$ cat config.mk
export PLATFORM = sky130hd
export DESIGN_NAME = pipeline_hazard_ctrl_flat
export DESIGN_NICKNAME = d
export VERILOG_FILES = /design/src/rtl/pipeline_hazard_ctrl_if.sv /design/src/rtl/pipeline_hazard_ctrl.sv /design/src/flat_wrapper.sv
export SDC_FILE = /design/constraint.sdc
export NUM_CORES = 1
export LEC_CHECK = 0
export ABC_AREA = 0
export CAP_MARGIN = 15
export CORE_AREA = 5 5 68 70
export CTS_BUF_LIST = sky130_fd_sc_hd__clkbuf_16
export DETAILED_ROUTE_END_ITERATION = 16
export DIE_AREA = 0 0 73 75
export PLACE_DENSITY = 0.83
export SLEW_MARGIN = 20
export SYNTH_ARGS = -nofsm -noshare
export SYNTH_HDL_FRONTEND = slang
export SYNTH_SLANG_ARGS = --single-unit
$ cat constraint.sdc
create_clock -name clk -period 3.45 [get_ports clk]
set_input_delay 0.69 -clock clk [delete_from_list [all_inputs] [get_ports clk]]
set_output_delay 0.69 -clock clk [all_outputs]
set_load 0.1 [all_outputs]
$ cat src/rtl/pipeline_hazard_ctrl_if.sv
// Pipeline-side signal bundle for the hazard controller: stage register addresses,
// control bits and the enables/flushes/forward selects returned to the datapath.
interface pipeline_hazard_ctrl_if #(
    parameter int CNT_W = 16
);
    logic [4:0]       id_rs_addr;
    logic [4:0]       id_rt_addr;
    logic             id_uses_rt;
    logic [4:0]       ex_rs_addr;
    logic [4:0]       ex_rt_addr;
    logic [4:0]       ex_dest_addr;
    logic             ex_regwrite;
    logic             ex_memread;
    logic [4:0]       mem_dest_addr;
    logic             mem_regwrite;
    logic [4:0]       wb_dest_addr;
    logic             wb_regwrite;
    logic             ex_redirect;
    logic             dmem_busy;
    logic             clear_cnt;
    logic             pc_write;
    logic             ifid_write;
    logic             ifid_flush;
    logic             idex_flush;
    logic             pipe_hold;
    logic [1:0]       fwd_a_sel;
    logic [1:0]       fwd_b_sel;
    logic [CNT_W-1:0] stall_cycles;
    logic             mem_timeout;

    modport master (
        output id_rs_addr, id_rt_addr, id_uses_rt, ex_rs_addr, ex_rt_addr, ex_dest_addr,
               ex_regwrite, ex_memread, mem_dest_addr, mem_regwrite, wb_dest_addr,
               wb_regwrite, ex_redirect, dmem_busy, clear_cnt,
        input  pc_write, ifid_write, ifid_flush, idex_flush, pipe_hold, fwd_a_sel,
               fwd_b_sel, stall_cycles, mem_timeout
    );

    modport slave (
        input  id_rs_addr, id_rt_addr, id_uses_rt, ex_rs_addr, ex_rt_addr, ex_dest_addr,
               ex_regwrite, ex_memread, mem_dest_addr, mem_regwrite, wb_dest_addr,
               wb_regwrite, ex_redirect, dmem_busy, clear_cnt,
        output pc_write, ifid_write, ifid_flush, idex_flush, pipe_hold, fwd_a_sel,
               fwd_b_sel, stall_cycles, mem_timeout
    );
endinterface

$ cat src/rtl/pipeline_hazard_ctrl.sv
// Hazard/sequencing controller for the 5-stage pipeline: stalls, flushes, memory holds,
// forwarding selects and a saturating stall counter. Define FORWARDING_EN for the forwarding build.
//
// state    | meaning
// ---------+-------------------------------------------------------------
// RUN      | normal issue; hazards and redirects evaluated every cycle
// MEM_WAIT | data memory busy, whole pipe frozen, wait_cnt counting
// ERROR    | memory never answered; pipe frozen until reset
module pipeline_hazard_ctrl #(
    parameter int CNT_W       = 16,
    parameter int MEM_TIMEOUT = 64
) (
    input  logic                 clk,
    input  logic                 reset_n,
    pipeline_hazard_ctrl_if.slave hz
);
    typedef enum logic [1:0] {
        RUN      = 2'b00,
        MEM_WAIT = 2'b01,
        ERROR    = 2'b10
    } state_t;

    localparam int WAIT_W = $clog2(MEM_TIMEOUT + 1);

    state_t            state_q;
    logic [WAIT_W-1:0] wait_cnt;
    logic              mem_timeout_q;
    logic [CNT_W-1:0]  stall_q;
    logic              hazard;
    logic              pc_write;
    logic [1:0]        fwd_a;
    logic [1:0]        fwd_b;

    // Register 0 is hardwired, so it can never carry a dependency.
    function automatic logic addr_hit(input logic [4:0] dest, input logic wr, input logic [4:0] src);
        return wr && (dest != 5'd0) && (dest == src);
    endfunction

`ifdef FORWARDING_EN
    logic unused_in;
    assign unused_in = hz.ex_regwrite;

    // Only a load in EX cannot be forwarded in time.
    assign hazard = addr_hit(hz.ex_dest_addr, hz.ex_memread, hz.id_rs_addr)
                  | (hz.id_uses_rt & addr_hit(hz.ex_dest_addr, hz.ex_memread, hz.id_rt_addr));

    assign fwd_a = addr_hit(hz.mem_dest_addr, hz.mem_regwrite, hz.ex_rs_addr) ? 2'b10 :
                   addr_hit(hz.wb_dest_addr,  hz.wb_regwrite,  hz.ex_rs_addr) ? 2'b01 : 2'b00;
    assign fwd_b = addr_hit(hz.mem_dest_addr, hz.mem_regwrite, hz.ex_rt_addr) ? 2'b10 :
                   addr_hit(hz.wb_dest_addr,  hz.wb_regwrite,  hz.ex_rt_addr) ? 2'b01 : 2'b00;
`else
    logic unused_in;
    assign unused_in = ^{hz.ex_memread, hz.ex_rs_addr, hz.ex_rt_addr, hz.wb_dest_addr, hz.wb_regwrite};

    // Without bypass paths, any pending EX or MEM write is a hazard; WB is write-first.
    function automatic logic raw(input logic [4:0] src);
        return addr_hit(hz.ex_dest_addr, hz.ex_regwrite, src)
             | addr_hit(hz.mem_dest_addr, hz.mem_regwrite, src);
    endfunction

    assign hazard = raw(hz.id_rs_addr) | (hz.id_uses_rt & raw(hz.id_rt_addr));
    assign fwd_a  = 2'b00;
    assign fwd_b  = 2'b00;
`endif

    always_comb begin
        pc_write      = 1'b0;
        hz.ifid_write = 1'b0;
        hz.ifid_flush = 1'b0;
        hz.idex_flush = 1'b0;
        hz.pipe_hold  = 1'b0;
        if (!reset_n) begin
            pc_write = 1'b0;
        end else if (state_q == ERROR || hz.dmem_busy) begin
            hz.pipe_hold = 1'b1;
        end else if (hz.ex_redirect) begin
            pc_write      = 1'b1;
            hz.ifid_write = 1'b1;
            hz.ifid_flush = 1'b1;
            hz.idex_flush = 1'b1;
        end else if (hazard) begin
            hz.idex_flush = 1'b1;
        end else begin
            pc_write      = 1'b1;
            hz.ifid_write = 1'b1;
        end
    end

    assign hz.pc_write     = pc_write;
    assign hz.fwd_a_sel    = reset_n ? fwd_a : 2'b00;
    assign hz.fwd_b_sel    = reset_n ? fwd_b : 2'b00;
    assign hz.stall_cycles = stall_q;
    assign hz.mem_timeout  = mem_timeout_q;

    always_ff @(posedge clk or negedge reset_n) begin
        if (!reset_n) begin
            state_q       <= RUN;
            wait_cnt      <= '0;
            mem_timeout_q <= 1'b0;
            stall_q       <= '0;
        end else begin
            if (hz.clear_cnt) begin
                stall_q <= '0;
            end else if (!pc_write && (stall_q != {CNT_W{1'b1}})) begin
                stall_q <= stall_q + CNT_W'(1);
            end

            case (state_q)
                ERROR: state_q <= ERROR;
                default: begin
                    if (hz.dmem_busy) begin
                        wait_cnt <= wait_cnt + WAIT_W'(1);
                        if (wait_cnt == WAIT_W'(MEM_TIMEOUT - 1)) begin
                            state_q       <= ERROR;
                            mem_timeout_q <= 1'b1;
                        end else begin
                            state_q <= MEM_WAIT;
                        end
                    end else begin
                        state_q  <= RUN;
                        wait_cnt <= '0;
                    end
                end
            endcase
        end
    end
endmodule

$ cat src/flat_wrapper.sv
// flat-port wrapper written by rule: the top's interface ports become plain ports
module pipeline_hazard_ctrl_flat 
#(
    parameter int CNT_W       = 16,
    parameter int MEM_TIMEOUT = 64
)
  (clk, reset_n, hz_id_rs_addr, hz_id_rt_addr, hz_id_uses_rt, hz_ex_rs_addr, hz_ex_rt_addr, hz_ex_dest_addr, hz_ex_regwrite, hz_ex_memread, hz_mem_dest_addr, hz_mem_regwrite, hz_wb_dest_addr, hz_wb_regwrite, hz_ex_redirect, hz_dmem_busy, hz_clear_cnt, hz_pc_write, hz_ifid_write, hz_ifid_flush, hz_idex_flush, hz_pipe_hold, hz_fwd_a_sel, hz_fwd_b_sel, hz_stall_cycles, hz_mem_timeout);
  pipeline_hazard_ctrl_if #(.CNT_W(CNT_W)) hz_i ();
  input  logic clk;
  input  logic reset_n;
  input wire logic [$bits(hz_i.id_rs_addr)-1:0] hz_id_rs_addr;
  input wire logic [$bits(hz_i.id_rt_addr)-1:0] hz_id_rt_addr;
  input wire logic [$bits(hz_i.id_uses_rt)-1:0] hz_id_uses_rt;
  input wire logic [$bits(hz_i.ex_rs_addr)-1:0] hz_ex_rs_addr;
  input wire logic [$bits(hz_i.ex_rt_addr)-1:0] hz_ex_rt_addr;
  input wire logic [$bits(hz_i.ex_dest_addr)-1:0] hz_ex_dest_addr;
  input wire logic [$bits(hz_i.ex_regwrite)-1:0] hz_ex_regwrite;
  input wire logic [$bits(hz_i.ex_memread)-1:0] hz_ex_memread;
  input wire logic [$bits(hz_i.mem_dest_addr)-1:0] hz_mem_dest_addr;
  input wire logic [$bits(hz_i.mem_regwrite)-1:0] hz_mem_regwrite;
  input wire logic [$bits(hz_i.wb_dest_addr)-1:0] hz_wb_dest_addr;
  input wire logic [$bits(hz_i.wb_regwrite)-1:0] hz_wb_regwrite;
  input wire logic [$bits(hz_i.ex_redirect)-1:0] hz_ex_redirect;
  input wire logic [$bits(hz_i.dmem_busy)-1:0] hz_dmem_busy;
  input wire logic [$bits(hz_i.clear_cnt)-1:0] hz_clear_cnt;
  output wire logic [$bits(hz_i.pc_write)-1:0] hz_pc_write;
  output wire logic [$bits(hz_i.ifid_write)-1:0] hz_ifid_write;
  output wire logic [$bits(hz_i.ifid_flush)-1:0] hz_ifid_flush;
  output wire logic [$bits(hz_i.idex_flush)-1:0] hz_idex_flush;
  output wire logic [$bits(hz_i.pipe_hold)-1:0] hz_pipe_hold;
  output wire logic [$bits(hz_i.fwd_a_sel)-1:0] hz_fwd_a_sel;
  output wire logic [$bits(hz_i.fwd_b_sel)-1:0] hz_fwd_b_sel;
  output wire logic [$bits(hz_i.stall_cycles)-1:0] hz_stall_cycles;
  output wire logic [$bits(hz_i.mem_timeout)-1:0] hz_mem_timeout;
  assign hz_i.id_rs_addr = hz_id_rs_addr;
  assign hz_i.id_rt_addr = hz_id_rt_addr;
  assign hz_i.id_uses_rt = hz_id_uses_rt;
  assign hz_i.ex_rs_addr = hz_ex_rs_addr;
  assign hz_i.ex_rt_addr = hz_ex_rt_addr;
  assign hz_i.ex_dest_addr = hz_ex_dest_addr;
  assign hz_i.ex_regwrite = hz_ex_regwrite;
  assign hz_i.ex_memread = hz_ex_memread;
  assign hz_i.mem_dest_addr = hz_mem_dest_addr;
  assign hz_i.mem_regwrite = hz_mem_regwrite;
  assign hz_i.wb_dest_addr = hz_wb_dest_addr;
  assign hz_i.wb_regwrite = hz_wb_regwrite;
  assign hz_i.ex_redirect = hz_ex_redirect;
  assign hz_i.dmem_busy = hz_dmem_busy;
  assign hz_i.clear_cnt = hz_clear_cnt;
  assign hz_pc_write = hz_i.pc_write;
  assign hz_ifid_write = hz_i.ifid_write;
  assign hz_ifid_flush = hz_i.ifid_flush;
  assign hz_idex_flush = hz_i.idex_flush;
  assign hz_pipe_hold = hz_i.pipe_hold;
  assign hz_fwd_a_sel = hz_i.fwd_a_sel;
  assign hz_fwd_b_sel = hz_i.fwd_b_sel;
  assign hz_stall_cycles = hz_i.stall_cycles;
  assign hz_mem_timeout = hz_i.mem_timeout;
  pipeline_hazard_ctrl #(.CNT_W(CNT_W), .MEM_TIMEOUT(MEM_TIMEOUT)) u_core (.clk(clk), .reset_n(reset_n), .hz(hz_i));
endmodule
==> results.md <==
- Outcome: finished, final reports clean
- Worst reg2reg endpoint: u_core.hz.stall_cycles[13]
- Worst setup slack after layout: 0.0900 ns
- Worst reg2reg startpoint: u_core.hz.stall_cycles[2]
- CTS buffer count: 3
- Clk slew on worst S/H paths: roughly 0.060 ns
- Total iterations of the first detailed-routing run: 6
- Type of origin of the critical path: primary input
- # H-tree levels: 1
- Post-Syn Area: roughly 1800 µm²
- Detailed-route vias per instance: approximately 5.4
- Fill cell instance count of the final layout: 346
- Max Clock Skew: 0.00462 ns
- Min-Delay Path Class: reg2reg
- Final worst path period need: 3.36 ns
- Number of ports placed on the die boundary: 71
- Area added between synthesis and finish: 37.2%
- Required @ worst endpoint: 2.76 ns
- Depth of the worst hold-timing path: 1
- Starting utilization of the core area: 0.449
- Non-filler instance count after layout: 300
- Setup Total Neg Slack: 0 ns
- Max-Slew Margin vs Limit: 0.355
- Power spent charging and discharging nets: 239 µW
- Leak pwr: 0.00101 µW
- Worst setup slack after placement: 0.0786 ns
- Startpoint of the most critical setup path: hz_mem_dest_addr[0]
- Cell internal power dissipation: 547 µW
- Antenna violations before repair: 0
- Global-route wire length before repair: between 7000 and 8000 µm
- Total routing usage reported by global routing: 0.167
- Power per cell area: 326 nW/µm²
- Unrepaired setup endpoints after global routing: false
- Via count of the first global-routing pass: 1610
- Arrival time of data at the critical path endpoint: 2.67 ns
- Final Setup Violations: 0
- Count of buffers inserted at the top-level ports: about 50
- Slew @ Worst Pin: 0.964 ns
- Share of total power in sequential cells: 0.412
- Largest fanout of any net on the critical path: 3
- Pin count of the biggest net entering global routing: 25
- Cell with the most instances after synthesis: dfrtp_1
- Resized cells post-CTS: 0
- Max Cap Viol: 0
- Largest family of logic cells by synthesized area: simple AND/OR/NAND/NOR gates
- Hold_sp: u_core.hz.mem_timeout
- Final antenna-violating net count: 0
- Number of instances in the synthesized netlist: roughly 200
- Path depth of the worst reg2reg path: 8
- Die extent in x: about 73 µm
- Clock latency reported for the late side of the worst-skew pair: 0.26 ns
- Warnings, synthesis: 0
- Leading post-synthesis cells by instance count: dfrtp_1, xnor2_1, nand2_1
- Count of hold buffers inserted by post-cts repair: 0
- Detailed-route DRC error count: 0
- Cell variety after synth: 42
- Clk pwr share: 0.321
- Minimum hold slack: 0.457 ns
- Yosys top cell area share: 0.370
- Proportion of synthesized area in mux cells: 0.0356
- Hold-critical path endpoint: u_core.hz.mem_timeout
- Xor/xnor cell area share of the yosys netlist: 0.105
- Final Cycle Share: 0.974
- Core Region: 3910 µm²
- EDFF count, synth: 0
- Synthesized-area fraction occupied by ao, oa, aoi and oai cells: 0.149
- Leading register cell type out of synthesis: dfrtp_1
- Vertical die dimension: 75 µm
- Ys async rst share: 1.00
- Max Freq: 0.298 GHz
- Startpoint-to-endpoint class of the critical path: in2out
- Gr ovfl total: 0
- Setup slack of the worst register-to-register path: 1.10 ns
- FF+latch area: 651 µm²
- CTS sink count: 26
- Final core occ: 0.616
- Mean routed wirelength per cell: between 10 and 15 µm
- Diode insertion count for antenna repair: 0
- Proportion of synthesized chip area in sequential cells: 0.370
- Final Net Count: approximately 300
- Combinational fraction of design power: 0.268
- Total die area: 5480 µm²
- Most area-hungry cell type in the Yosys netlist: dfrtp_1
- Fraction of layout cells with a size suffix above 1: 0.176
- CP endpoint kind: output port
- Clock tree from TritonCTS: built
- Post-Syn Area per Cell: around 8.9 µm²
- Biggest area contributors in the synthesized netlist: dfrtp_1, xnor2_1, nand3_1
- Area fraction in and, or, nand and nor cells after synthesis: 0.266
- Count of final hold-check violations: 0
- Maximum ir drop on the vdd rail: 0.311 mV
- Post-detailed-routing wire length: 4270 µm
- Initial drt markers: 58
- Post-CTS Setup Bufs: 0
- Total number of vias: ~1600
- Adder-Cell Fraction of Synth Area: 0.0142
- Switching Fraction: 0.304
- CTS Root Cell: clkbuf_16
- Routability congestion estimate: 0.951
- Number of pins exceeding their max-slew limit in the final report: 0
- Placed Cells: 296
- Flip-flop and latch count after synthesis: 26
- Total area of multi-input combinational cells: 1030 µm²
- Clock buffer depth: 2
- DPL Wire Length: 3320 µm
- Row Count: 23
[cells in the final DEF, fill, tap and decap left out, types with 4 or more instances in the layout]
cell / count
xnor2_1: 20
inv_1: 4
o31ai_1: 4
a21oi_1: 8
nor3_1: 4
nor2_1: 14
conb_1: 4
buf_4: 22
buf_12: 5
dfrtp_1: 26
nand3_1: 14
or3_1: 7
o21ai_0: 12
a21o_1: 6
nand4_1: 5
nor2b_1: 7
clkdlybuf4s50_1: 31
nand2_1: 17
[flip-flops by register name, indices dropped and copies added (netlist names)]
name                    count
u_core.hz.mem_timeout       1
u_core.hz.stall_cycles     16
u_core.state_q              2
u_core.wait_cnt             7
[kinds of logic (layout without fill, tap and decap cells)]
logic type,after synthesis,after routing
compound gates,41,41
flops,26,26
fa+ha+maj,2,2
other cells,1,4
mux,5,5
xor+xnor,21,21
buf+inv,16,66
simple gates,85,85
[per-stage QoR]
step / power, µW / instance area [µm²]
5_1_grt: 822 / 2410
4_1_cts: 790 / 2410
3_5_place_dp: 539 / 2330
2_1_floorplan: 461 / 1780
6_report: 786 / 2410
3_3_place_gp: 535 / 2330
[area by class of cell]
type | count | share of cell area
well taps | 50 | 0.0260
clock inverters | 1 | 0.00156
flip-flops and latches | 26 | 0.270
clock buffers | 3 | 0.0312
repair buffers | 58 | 0.239
inverters | 4 | 0.00623
multi-input cells | 158 | 0.426
[critical path, stage by stage]
cell and delay, ns:
clkdlybuf4s50_1 0.43, or4_1 0.52, o21ai_0 0.21, inv_1 0.09
a22o_1 0.25, a21oi_4 0.26, buf_12 0.21
[how the worst max path moves through the flow]
stage          slack, ns            end  cells past startpoint
6_report            0.09    hz_pc_write                      7
3_3_place_gp        0.08  hz_ifid_write                      7
5_1_grt            0.004    hz_pc_write                      6
2_1_floorplan       0.11    hz_pc_write                      5
4_1_cts             0.06    hz_pc_write                      7
3_5_place_dp        0.08    hz_pc_write                      7
[power by group through the flow]
stage	sequential, µW	clock (µW)	combinational, µW
finish	324	252	210
global route	325	273	224
CTS	323	256	212
detailed placement	329	0	210
global placement	329	0	206
floorplan	353	0	108
[routing by layer]
metal / wire (µm) / vias to the layer above / GRT usage
li1: - / 802 / -
met3: 271 / 6 / 0.0214
met1: 1900 / 754 / 0.218
met5: 0 / - / 0
met4: 65 / 0 / 0.0574
met2: 2030 / 58 / 0.287
No activity file was read; power rests on OpenSTA's default activity.
